**src/rtl/multicore_system_ctrl_pkg.sv**
```systemverilog
// multicore_system_ctrl_pkg: state encoding and default widths shared by the system controller files
package multicore_system_ctrl_pkg;
  typedef enum logic [2:0] {
    S_IDLE      = 3'd0,
    S_LOADING   = 3'd1,
    S_EXECUTING = 3'd2,
    S_HALTED    = 3'd3,
    S_FAULT     = 3'd4
  } state_t;
  localparam int DEF_NUM_CORES = 2;
  localparam int DEF_MEM_ADDR_SIZE = 8;
  localparam int DEF_WORD_SIZE = 16;
  localparam int DEF_WDOG_WIDTH = 16;
  localparam logic [15:0] DEF_WDOG_LIMIT = 16'hFFFF;
  function automatic int ptr_width(input int n);
    return n > 1 ? $clog2(n) : 1;
  endfunction
endpackage

```
**src/rtl/multicore_system_ctrl_if.sv**
```systemverilog
// multicore_system_ctrl_if: loader, core and shared-memory signals of the system controller
interface multicore_system_ctrl_if #(
  parameter int NUM_CORES = 2,
  parameter int MEM_ADDR_SIZE = 8,
  parameter int WORD_SIZE = 16
) ();
  logic start;
  logic abort;
  logic load_start;
  logic load_complete;
  logic [MEM_ADDR_SIZE-1:0] loader_addr;
  logic [WORD_SIZE-1:0] loader_wdata;
  logic loader_we;
  logic [NUM_CORES-1:0] core_req;
  logic [NUM_CORES*MEM_ADDR_SIZE-1:0] core_addr;
  logic [NUM_CORES*WORD_SIZE-1:0] core_wdata;
  logic [NUM_CORES-1:0] core_we;
  logic [NUM_CORES-1:0] core_grant;
  logic [NUM_CORES-1:0] core_execute;
  logic [NUM_CORES-1:0] core_halted;
  logic [MEM_ADDR_SIZE-1:0] mem_addr;
  logic [WORD_SIZE-1:0] mem_write_data;
  logic mem_write;
  logic [2:0] sys_state;
  logic [NUM_CORES-1:0] halted_mask;
  logic fault;
  modport master (
    output start, abort, load_complete, loader_addr, loader_wdata, loader_we,
           core_req, core_addr, core_wdata, core_we, core_halted,
    input  load_start, core_grant, core_execute, mem_addr, mem_write_data, mem_write,
           sys_state, halted_mask, fault
  );
  modport slave (
    input  start, abort, load_complete, loader_addr, loader_wdata, loader_we,
           core_req, core_addr, core_wdata, core_we, core_halted,
    output load_start, core_grant, core_execute, mem_addr, mem_write_data, mem_write,
           sys_state, halted_mask, fault
  );
endinterface

```
**src/rtl/multicore_system_ctrl_rr_arbiter.sv**
```systemverilog
// rr_arbiter: one-hot grant to the first unmasked requester at or after ptr, wrapping
module rr_arbiter import multicore_system_ctrl_pkg::*; #(
  parameter int N = 2,
  localparam int PW = ptr_width(N)
) (
  input  logic [N-1:0]  req,
  input  logic [N-1:0]  mask,
  input  logic [PW-1:0] ptr,
  output logic [N-1:0]  grant,
  output logic          grant_valid
);
  logic [PW-1:0] idx;
  logic found;
  // scan N positions starting at ptr and take the first eligible requester
  always_comb begin
    grant = '0;
    found = 1'b0;
    idx = '0;
    for (int k = 0; k < N; k++) begin
      idx = PW'((int'(ptr) + k) % N);
      if (!found && req[idx] && !mask[idx]) begin
        grant[idx] = 1'b1;
        found = 1'b1;
      end
    end
  end
  assign grant_valid = found;
endmodule

```
**src/rtl/multicore_system_ctrl.sv**
```systemverilog
// multicore_system_ctrl: sequences load/execute of NUM_CORES cores on one RAM; SYSCTRL_WATCHDOG_EN adds the FAULT watchdog
module multicore_system_ctrl import multicore_system_ctrl_pkg::*; #(
  parameter int NUM_CORES = DEF_NUM_CORES,
  parameter int MEM_ADDR_SIZE = DEF_MEM_ADDR_SIZE,
  parameter int WORD_SIZE = DEF_WORD_SIZE,
  parameter int WDOG_WIDTH = DEF_WDOG_WIDTH,
  parameter logic [WDOG_WIDTH-1:0] WDOG_LIMIT = WDOG_WIDTH'(DEF_WDOG_LIMIT)
) (
  input logic clock,
  input logic reset,
  multicore_system_ctrl_if.slave bus
);
  localparam int PW = ptr_width(NUM_CORES);
  state_t state, state_d;
  logic [NUM_CORES-1:0] halted_mask, hm_d, core_execute, exec_d, req_eff, grant;
  logic [PW-1:0] rr_ptr, gidx;
  logic gv, all_halted, wd_to;
  assign req_eff = state == S_EXECUTING ? bus.core_req : '0;
  rr_arbiter #(.N(NUM_CORES)) u_arb (
    .req(req_eff),
    .mask(halted_mask),
    .ptr(rr_ptr),
    .grant(grant),
    .grant_valid(gv)
  );
  // index of the one-hot grant, used for the memory mux and pointer advance
  always_comb begin
    gidx = '0;
    for (int i = 0; i < NUM_CORES; i++) if (grant[i]) gidx = PW'(i);
  end
  assign bus.core_grant = grant;
  assign bus.mem_addr = state == S_LOADING ? bus.loader_addr :
                        gv ? bus.core_addr[gidx*MEM_ADDR_SIZE +: MEM_ADDR_SIZE] : '0;
  assign bus.mem_write_data = state == S_LOADING ? bus.loader_wdata :
                              gv ? bus.core_wdata[gidx*WORD_SIZE +: WORD_SIZE] : '0;
  assign bus.mem_write = state == S_LOADING ? bus.loader_we : gv && bus.core_we[gidx];
  assign bus.load_start = state == S_LOADING;
  assign bus.sys_state = state;
  assign bus.halted_mask = halted_mask;
  assign bus.core_execute = core_execute;
`ifdef SYSCTRL_WATCHDOG_EN
  logic [WDOG_WIDTH-1:0] wdog;
  assign wd_to = state == S_EXECUTING && wdog == WDOG_LIMIT - 1'b1;
  assign bus.fault = state == S_FAULT;
  // count EXECUTING cycles; any other state clears it so each run starts from zero
  always_ff @(posedge clock or posedge reset)
    if (reset) wdog <= '0;
    else wdog <= state == S_EXECUTING ? wdog + 1'b1 : '0;
`else
  assign wd_to = 1'b0;
  assign bus.fault = 1'b0;
`endif
  // next state with abort > all-halted > watchdog > start/load_complete
  always_comb begin
    state_d = state;
    hm_d = halted_mask;
    all_halted = &(halted_mask | bus.core_halted);
    case (state)
      S_IDLE: if (bus.start) state_d = S_LOADING;
      S_LOADING: begin
        if (bus.abort) state_d = S_IDLE;
        else if (bus.load_complete) state_d = S_EXECUTING;
      end
      S_EXECUTING: begin
        hm_d = halted_mask | bus.core_halted;
        if (bus.abort) begin
          state_d = S_IDLE;
          hm_d = '0;
        end else if (all_halted) state_d = S_HALTED;
        else if (wd_to) state_d = S_FAULT;
      end
      S_HALTED, S_FAULT: begin
        if (bus.start) begin
          state_d = S_LOADING;
          hm_d = '0;
        end
      end
      default: state_d = S_IDLE;
    endcase
    exec_d = state_d == S_EXECUTING ? ~hm_d : '0;
  end
  // state, halt record, run enables and round-robin pointer
  always_ff @(posedge clock or posedge reset)
    if (reset) begin
      state <= S_IDLE;
      halted_mask <= '0;
      core_execute <= '0;
      rr_ptr <= '0;
    end else begin
      state <= state_d;
      halted_mask <= hm_d;
      core_execute <= exec_d;
      rr_ptr <= gv ? (gidx == PW'(NUM_CORES - 1) ? '0 : gidx + 1'b1) : rr_ptr;
    end
endmodule
```
**src/flat_wrapper.sv**
```systemverilog
// flat-port wrapper written by rule: the top's interface ports become plain ports
module multicore_system_ctrl_flat import multicore_system_ctrl_pkg::*;
#(
  parameter int NUM_CORES = DEF_NUM_CORES,
  parameter int MEM_ADDR_SIZE = DEF_MEM_ADDR_SIZE,
  parameter int WORD_SIZE = DEF_WORD_SIZE,
  parameter int WDOG_WIDTH = DEF_WDOG_WIDTH,
  parameter logic [WDOG_WIDTH-1:0] WDOG_LIMIT = WDOG_WIDTH'(DEF_WDOG_LIMIT)
)
  (clock, reset, bus_start, bus_abort, bus_load_complete, bus_loader_addr, bus_loader_wdata, bus_loader_we, bus_core_req, bus_core_addr, bus_core_wdata, bus_core_we, bus_core_halted, bus_load_start, bus_core_grant, bus_core_execute, bus_mem_addr, bus_mem_write_data, bus_mem_write, bus_sys_state, bus_halted_mask, bus_fault);
  multicore_system_ctrl_if #(.NUM_CORES(NUM_CORES), .MEM_ADDR_SIZE(MEM_ADDR_SIZE), .WORD_SIZE(WORD_SIZE)) bus_i ();
  input logic clock;
  input logic reset;
  input wire logic [$bits(bus_i.start)-1:0] bus_start;
  input wire logic [$bits(bus_i.abort)-1:0] bus_abort;
  input wire logic [$bits(bus_i.load_complete)-1:0] bus_load_complete;
  input wire logic [$bits(bus_i.loader_addr)-1:0] bus_loader_addr;
  input wire logic [$bits(bus_i.loader_wdata)-1:0] bus_loader_wdata;
  input wire logic [$bits(bus_i.loader_we)-1:0] bus_loader_we;
  input wire logic [$bits(bus_i.core_req)-1:0] bus_core_req;
  input wire logic [$bits(bus_i.core_addr)-1:0] bus_core_addr;
  input wire logic [$bits(bus_i.core_wdata)-1:0] bus_core_wdata;
  input wire logic [$bits(bus_i.core_we)-1:0] bus_core_we;
  input wire logic [$bits(bus_i.core_halted)-1:0] bus_core_halted;
  output wire logic [$bits(bus_i.load_start)-1:0] bus_load_start;
  output wire logic [$bits(bus_i.core_grant)-1:0] bus_core_grant;
  output wire logic [$bits(bus_i.core_execute)-1:0] bus_core_execute;
  output wire logic [$bits(bus_i.mem_addr)-1:0] bus_mem_addr;
  output wire logic [$bits(bus_i.mem_write_data)-1:0] bus_mem_write_data;
  output wire logic [$bits(bus_i.mem_write)-1:0] bus_mem_write;
  output wire logic [$bits(bus_i.sys_state)-1:0] bus_sys_state;
  output wire logic [$bits(bus_i.halted_mask)-1:0] bus_halted_mask;
  output wire logic [$bits(bus_i.fault)-1:0] bus_fault;
  assign bus_i.start = bus_start;
  assign bus_i.abort = bus_abort;
  assign bus_i.load_complete = bus_load_complete;
  assign bus_i.loader_addr = bus_loader_addr;
  assign bus_i.loader_wdata = bus_loader_wdata;
  assign bus_i.loader_we = bus_loader_we;
  assign bus_i.core_req = bus_core_req;
  assign bus_i.core_addr = bus_core_addr;
  assign bus_i.core_wdata = bus_core_wdata;
  assign bus_i.core_we = bus_core_we;
  assign bus_i.core_halted = bus_core_halted;
  assign bus_load_start = bus_i.load_start;
  assign bus_core_grant = bus_i.core_grant;
  assign bus_core_execute = bus_i.core_execute;
  assign bus_mem_addr = bus_i.mem_addr;
  assign bus_mem_write_data = bus_i.mem_write_data;
  assign bus_mem_write = bus_i.mem_write;
  assign bus_sys_state = bus_i.sys_state;
  assign bus_halted_mask = bus_i.halted_mask;
  assign bus_fault = bus_i.fault;
  multicore_system_ctrl #(.NUM_CORES(NUM_CORES), .MEM_ADDR_SIZE(MEM_ADDR_SIZE), .WORD_SIZE(WORD_SIZE), .WDOG_WIDTH(WDOG_WIDTH), .WDOG_LIMIT(WDOG_LIMIT)) u_core (.clock(clock), .reset(reset), .bus(bus_i));
endmodule
```
**config.mk**
```make
export PLATFORM = sky130hd
export DESIGN_NAME = multicore_system_ctrl_flat
export DESIGN_NICKNAME = d
export VERILOG_FILES = /design/src/rtl/multicore_system_ctrl_pkg.sv /design/src/rtl/multicore_system_ctrl_if.sv /design/src/rtl/multicore_system_ctrl_rr_arbiter.sv /design/src/rtl/multicore_system_ctrl.sv /design/src/flat_wrapper.sv
export SDC_FILE = /design/constraint.sdc
export NUM_CORES = 1
export LEC_CHECK = 0
export CAP_MARGIN = 20
export CORE_MARGIN = 4
export CORE_UTILIZATION = 30
export DETAILED_ROUTE_END_ITERATION = 10
export GPL_ROUTABILITY_DRIVEN = 0
export GPL_TIMING_DRIVEN = 0
export PLACE_DENSITY = 0.83
export SLEW_MARGIN = 20
export SYNTH_ARGS = -nofsm -noshare
export SYNTH_HDL_FRONTEND = slang
export SYNTH_HIERARCHICAL = 1
export SYNTH_SLANG_ARGS = --single-unit
```
**constraint.sdc**
```tcl
create_clock -name clock -period 3.2 [get_ports clock]
set_input_delay 0.48 -clock clock [delete_from_list [all_inputs] [get_ports clock]]
set_output_delay 0.48 -clock clock [all_outputs]
set_load 0.02 [all_outputs]
```
# Word-level counts from Yosys, hierarchy flattened
# Cells that the tools add are included.
[word_totals]
regBits = 8
latch_bits = 0
ramBits = 0
romBits = 0
inputBits = 84
out_inout_bits = 36
wordCells = 70
n_memories = 0
[op_classes]
addsub = 2
multipliers = 0
div_mod_pow = 0
magnitude_cmp = 5
n_eq_ne = 5
shift = 2
muxes = 36
bitwise = 3
n_reduce_logical = 13
[op_table]
columns = ["cell", "n"]
rows = [
  ["two-way mux 16 bit", 2],
  ["indexed part select 32 x 6 -> 16 bit", 1],
  ["two-way mux 1 bit", 17],
  ["two-way mux 8 bit", 2],
  ["indexed part select 16 x 5 -> 8 bit", 1],
  ["two-way mux 3 bit", 5],
  ["two-way mux 2 bit", 6],
  ["== test 3 x 2 -> 1 bit (second input constant)", 3],
  ["case mux 3 bit (3 select lines)", 1],
  ["logical AND 1 bit", 6],
  ["< comparator 1 x 2 -> 1 bit (second input constant)", 3],
  ["OR 2 bit", 2],
  ["case mux 2 bit (2 select lines)", 1],
  ["== test 3 x 1 -> 1 bit (second input constant)", 1],
  ["== test 3 bit (second input constant)", 1],
  ["logical NOT 1 bit", 3],
  ["logical NOT 3 bit", 1],
  ["OR reduction 3 bit", 1],
  ["adder 1 bit (second input constant)", 2],
  ["demux 1 bit (select 1 bit)", 2],
  ["greater-or-equal comparator 1 bit (second input constant)", 2],
  ["NOT 2 bit", 1],
  ["AND reduction 2 bit", 1],
  ["OR reduction 2 bit", 1],
]

# Longest topological paths before layout
[logic_depth]
depth_word = 15
depth_mapped = 10
mapped_depth_nobuf = 7

# Cells and area by module
# The synthesis kept the hierarchy.
[by_module_without_submodules]
columns = ["module", "instances", "cells_per_inst", "area_each_um2", "seq_area_each_um2"]
rows = [
  ["multicore_system_ctrl", 1, 134, 1146.1, 200.2],
  ["rr_arbiter", 1, 6, 41.3, 0.0],
]

# Worst setup path after synthesis
# OpenSTA, ideal clock, no wires.
[synth_timing]
kind = "register to output"
startpoint = "register u_core.state[1], in the netlist u_core/bus.sys_state[1]"
endpoint = "output bus_mem_addr[3]"
arrival_ns = 2.380
required_ns = 2.720
setup_slack_ns = 0.340
stages_incl_launch_ff = 11
path_buffers = 3
path_cell_list = "dfrtp_1 -> buf_6 -> nor3b_2 -> and2_1 -> nor2b_4 -> o21a_1 -> buf_2 -> buf_4 -> mux2i_1 -> nor2_1 -> a22o_1"
[synth_via]
elab_chain_cells = 14
elab_cells_between_ends = 20
classes_between = "2 x eq/ne; 1 x shift; 12 x mux; 1 x bitwise; 4 x reduce/logical"
[synth_lines]
columns = ["item", "line_no", "rtl"]
rows = [
  ["start, declared", "multicore_system_ctrl.sv:14", "state_t state, state_d;"],
  ["start signal, assigned", "multicore_system_ctrl.sv:90", "state <= state_d;"],
  ["== test 3 x 2 -> 1 bit (*)", "multicore_system_ctrl.sv:18", "assign req_eff = state == S_EXECUTING ? bus.core_req : '0;"],
  ["two-way mux 2 bit (*)", "multicore_system_ctrl.sv:18", ""],
  ["named net u_core.req_eff[1]", "multicore_system_ctrl.sv:15", "logic [NUM_CORES-1:0] halted_mask, hm_d, core_execute, exec_d, req_eff, grant;"],
  ["two-way mux 1 bit (implied by the code) (2 in a row)", "multicore_system_ctrl_rr_arbiter.sv:21", "if (!found && req[idx] && !mask[idx]) begin"],
  ["logical AND 1 bit", "multicore_system_ctrl_rr_arbiter.sv:21", ""],
  ["two-way mux 1 bit", "multicore_system_ctrl_rr_arbiter.sv:21", ""],
  ["logical NOT 1 bit", "multicore_system_ctrl_rr_arbiter.sv:21", ""],
  ["logical AND 1 bit (2 in a row)", "multicore_system_ctrl_rr_arbiter.sv:21", ""],
  ["two-way mux 2 bit (*)", "multicore_system_ctrl_rr_arbiter.sv:21", ""],
  ["named net bus_core_grant[1]", "flat_wrapper.sv:26", "output wire logic [$bits(bus_i.core_grant)-1:0] bus_core_grant;"],
  ["two-way mux 1 bit (*)", "multicore_system_ctrl.sv:29", "for (int i = 0; i < NUM_CORES; i++) if (grant[i]) gidx = PW'(i);"],
  ["indexed part select 16 x 5 -> 8 bit (*)", "multicore_system_ctrl.sv:33", "gv ? bus.core_addr[gidx*MEM_ADDR_SIZE +: MEM_ADDR_SIZE] : '0;"],
  ["two-way mux 8 bit (*)", "multicore_system_ctrl.sv:33", ""],
  ["two-way mux 8 bit (*)", "multicore_system_ctrl.sv:32", "assign bus.mem_addr = state == S_LOADING ? bus.loader_addr :"],
  ["end, declared", "flat_wrapper.sv:28", "output wire logic [$bits(bus_i.mem_addr)-1:0] bus_mem_addr;"],
]
# Mark *: on every way through the listed nets, which the timed path passes. The rest lies on a longest branch. The select of a mux whose other input is x is not followed.

# Worst setup path in the final report
[layout_timing]
startpoint = "register u_core.state[0], in the netlist u_core/bus.sys_state[0]"
endpoint = "output bus_mem_write_data[15]"
[layout_via]
elab_chain_cells = 14
elab_cells_between_ends = 20
classes_between = "2 x eq/ne; 1 x shift; 12 x mux; 1 x bitwise; 4 x reduce/logical"
[layout_lines]
columns = ["item", "line_no", "rtl"]
rows = [
  ["== test 3 x 2 -> 1 bit (*)", "multicore_system_ctrl.sv:18", ""],
  ["two-way mux 2 bit (*)", "multicore_system_ctrl.sv:18", ""],
  ["named net u_core.req_eff[1]", "multicore_system_ctrl.sv:15", ""],
  ["two-way mux 1 bit (implied by the code) (2 in a row)", "multicore_system_ctrl_rr_arbiter.sv:21", ""],
  ["logical AND 1 bit", "multicore_system_ctrl_rr_arbiter.sv:21", ""],
  ["two-way mux 1 bit", "multicore_system_ctrl_rr_arbiter.sv:21", ""],
  ["logical NOT 1 bit", "multicore_system_ctrl_rr_arbiter.sv:21", ""],
  ["logical AND 1 bit (2 in a row)", "multicore_system_ctrl_rr_arbiter.sv:21", ""],
  ["two-way mux 2 bit", "multicore_system_ctrl_rr_arbiter.sv:21", ""],
  ["two-way mux 1 bit", "multicore_system_ctrl.sv:29", ""],
  ["indexed part select 32 x 6 -> 16 bit", "multicore_system_ctrl.sv:35", "gv ? bus.core_wdata[gidx*WORD_SIZE +: WORD_SIZE] : '0;"],
  ["two-way mux 16 bit (*)", "multicore_system_ctrl.sv:35", ""],
  ["two-way mux 16 bit (*)", "multicore_system_ctrl.sv:34", "assign bus.mem_write_data = state == S_LOADING ? bus.loader_wdata :"],
  ["end, declared", "flat_wrapper.sv:29", "output wire logic [$bits(bus_i.mem_write_data)-1:0] bus_mem_write_data;"],
]
# Marked as above.

==> flow_metrics.py <==
metrics = {
    "critical_path": {
        "cp-end-kind": "output pin",
        "r2r-start": "u_core/bus.sys_state[0]$_DFF_PP0_",
        "critPathKind": "reg2out",
        "crit_arrival_ns": 2.60,
        "cp-start-kind": "register",
        "worstRegToRegCells": 8,
        "reg2reg_slack_ns": 1.12,
        "r2r_end": "u_core/rr_ptr$_DFFE_PP0P_",
        "cp.required_ns": 2.72,
        "crit_fanout": 10,
    },
    "synthesis": {
        "ys_top_cells_by_area": "mux2i_1, a22o_1, dfrtp_1",
        "ys_seq_area_frac": 0.1686,
        "syn-num-nets": 224,
        "yosysTopAreaCell": "mux2i_1",
        "avgSynthCellArea_um2": 8.481,
        "synth_cell_types": 36,
        "synth.top_cell.area_share": 0.2276,
        "ys_ff_latch": 8,
        "synth_warnings": 6,
        "syn_inst": 140,
        "syn_area_mm2": 0.001187,
    },
    "die": {
        "start_util": 0.3172,
        "fp.dieW_um": 70.91,
        "die-height_um": 70.91,
        "io_pins": 120,
        "rows": 22,
        "core_mm2": 0.003744,
        "die_area_mm2": 0.005028,
    },
    "placement": {
        "portBuffers": 118,
        "dp_cells": 306,
        "pre_cts_ws_ns": -0.1534,
        "dpl.hpwl_mm": 4.104,
    },
    "cts": {
        "clockBufferDepth": 2,
        "cts_max_level": 1,
        "cts_root_buf": "clkbuf_8",
        "clock_sinks": 8,
        "clk_latency_ns": 0.22,
        "cts_tree": "built",
        "cts_made_buffers": 3,
        "path_clk_slew_ns": 0.04,
        "holdBufCountCts": 0,
    },
    "route": {
        "drtPass1Iterations": 4,
        "via_per_inst": 4.965,
        "drt-initial-drc-count": 60,
        "wl_per_cell_um": 15.96,
        "ant_nets": 0,
        "routed_wl_mm": 5.012,
        "via_count": 1559,
        "drc": 0,
    },
    "run": {
        "cap_violations": 0,
    },
    "pwr": {
        "p_per_area_mw_per_mm2": 574.4,
        "p_leak_nw": 1.141,
        "p_total_mw": 1.461,
        "ir_worst_vdd_v": 0.0003940,
    },
    "timing": {
        "fin_skew_ns": 0.0007879,
        "slew_violations": 0,
        "setup_viol": 0,
        "min_period_over_period": 0.9618,
        "holdWs_ns": 0.5002,
        "rsz0062_at_grt": "yes",
        "worst_slack_ns": 0.1222,
        "min_period_ns": 3.078,
        "hold_viol": 0,
        "max_freq_ghz": 0.3249,
    },
    "final_layout": {
        "nNetsFinal": 352,
        "final_cell_mix": "clkdlybuf4s50_1, nor2_1, mux2i_1, a22o_1, dlygate4sd2_1",
        "fin_util": 0.6795,
        "antenna_cells": 0,
        "n_fill_cell": 328,
        "final_common_cell": "clkdlybuf4s50_1",
        "drive_gt1_frac": 0.1316,
        "final_cells": 314,
        "regArea_um2": 201.4,
        "multi_input_area_um2": 889.6,
        "area_growth_pct": 114.2,
    },
    "global_routing": {
        "grt_antenna_before_repair": 0,
        "grt_usage": 0.1808,
        "first_global_vias": 1448,
        "grt_max_degree": 11,
        "grt_pass1_wl_mm": 7.334,
        "grt-ovfl-total": 0,
    },
    "outcome": {
        "outcome": "completed",
    },
    "worst_hold_path": {
        "min_path_type": "in2async",
    },
}
## worst max-delay path, cell delays in order, from the launching register on
cell and delay [ns]:
dfrtp_1 0.40, buf_6 0.16, nor3b_4 0.23, and2_4 0.18, nor2b_4 0.13, o21a_1 0.16
buf_6 0.16, mux2i_1 0.19, nor2_1 0.05, a22o_1 0.18, clkdlybuf4s50_1 0.53
## timing repair
item,4_1_cts,5_1_grt
setup buffers,0,5
resized for setup,24,15
setup endpoints to repair,25,25
## layer usage
layer | global-route usage | share of wire | routed length (um)
met2 | 0.3193 | 0.48 | 2411
met5 | 0 | 0 | 0
met4 | 0.03758 | 0.0098 | 49
met1 | 0.2275 | 0.43 | 2175
met3 | 0.03551 | 0.075 | 375
## logic make-up after synthesis
group | count (synthesis) | share of synthesized area
multiplexers | 27 | 0.2276
buffers and inverters | 19 | 0.09588
flip-flops | 8 | 0.1686
other | 1 | 0.003158
AO/OA/AOI/OAI | 39 | 0.2814
AND/OR/NAND/NOR | 46 | 0.2234
## synthesized netlist by cell type
cell,number
nor2_1,30
mux2i_1,27
a22o_1,25
dfrtp_1,8
buf_2,7
inv_1,4
buf_4,3
buf_6,3
a32oi_1,2
and2_1,2
clkbuf_1,2
nand2b_1,2
o21ai_0,2
a211o_1,1
a21o_1,1
a21oi_1,1
a311oi_2,1
a31o_1,1
a31oi_1,1
and2b_1,1
and3_1,1
and3b_2,1
conb_1,1
nand2_1,1
nand3b_4,1
nor2b_1,1
nor2b_4,1
nor3_2,1
nor3b_1,1
nor3b_2,1
nor3b_4,1
o21a_1,1
o21ai_1,1
o21bai_1,1
o41ai_2,1
or3b_4,1
## layout make-up
type	count	area share
plain buffers	15	0.04968
clock buffers	3	0.01623
inverters	4	0.005903
multi-input cells	113	0.3497
flip-flops and latches	8	0.07919
well taps	48	0.02361
repair buffers	123	0.4757
## how the worst max path moves through the flow
stage | cells after the start | end | slack, ns | startpoint
after global routing | 11 | bus_mem_write_data[4] | -0.01 | u_core/bus.sys_state[0]$_DFF_PP0_
after detailed placement | 10 | bus_mem_write_data[2] | -0.15 | bus_core_req[1]
after CTS | 10 | bus_mem_addr[1] | 0.001 | u_core/bus.sys_state[1]$_DFF_PP0_
after global placement | 10 | bus_mem_write_data[4] | -0.15 | bus_core_req[1]
after floorplan | 10 | bus_mem_addr[3] | 0.34 | u_core/bus.sys_state[1]$_DFF_PP0_
final | 10 | bus_mem_write_data[15] | 0.12 | u_core/bus.sys_state[0]$_DFF_PP0_
## flip-flops by register name, indices dropped and copies added, names as in the netlist
signal / flops
u_core/rr_ptr: 1
u_core/bus.core_execute: 2
u_core/bus.halted_mask: 2
u_core/bus.sys_state: 3
## where the power goes
part	internal (mW)	switching (mW)	leakage, nW
Sequential	0.134	0.0333	0.100
Combinational	0.580	0.598	1.02
Clock	0.0810	0.0346	0.0216
## stage by stage
step,area [um2],TNS [ns]
after floorplan,1187,0
after global placement,2429,-2.344
after detailed placement,2429,-2.310
after CTS,2459,0
after global routing,2544,-0.01195
final,2544,0
No activity file was read; power rests on OpenSTA's default activity.
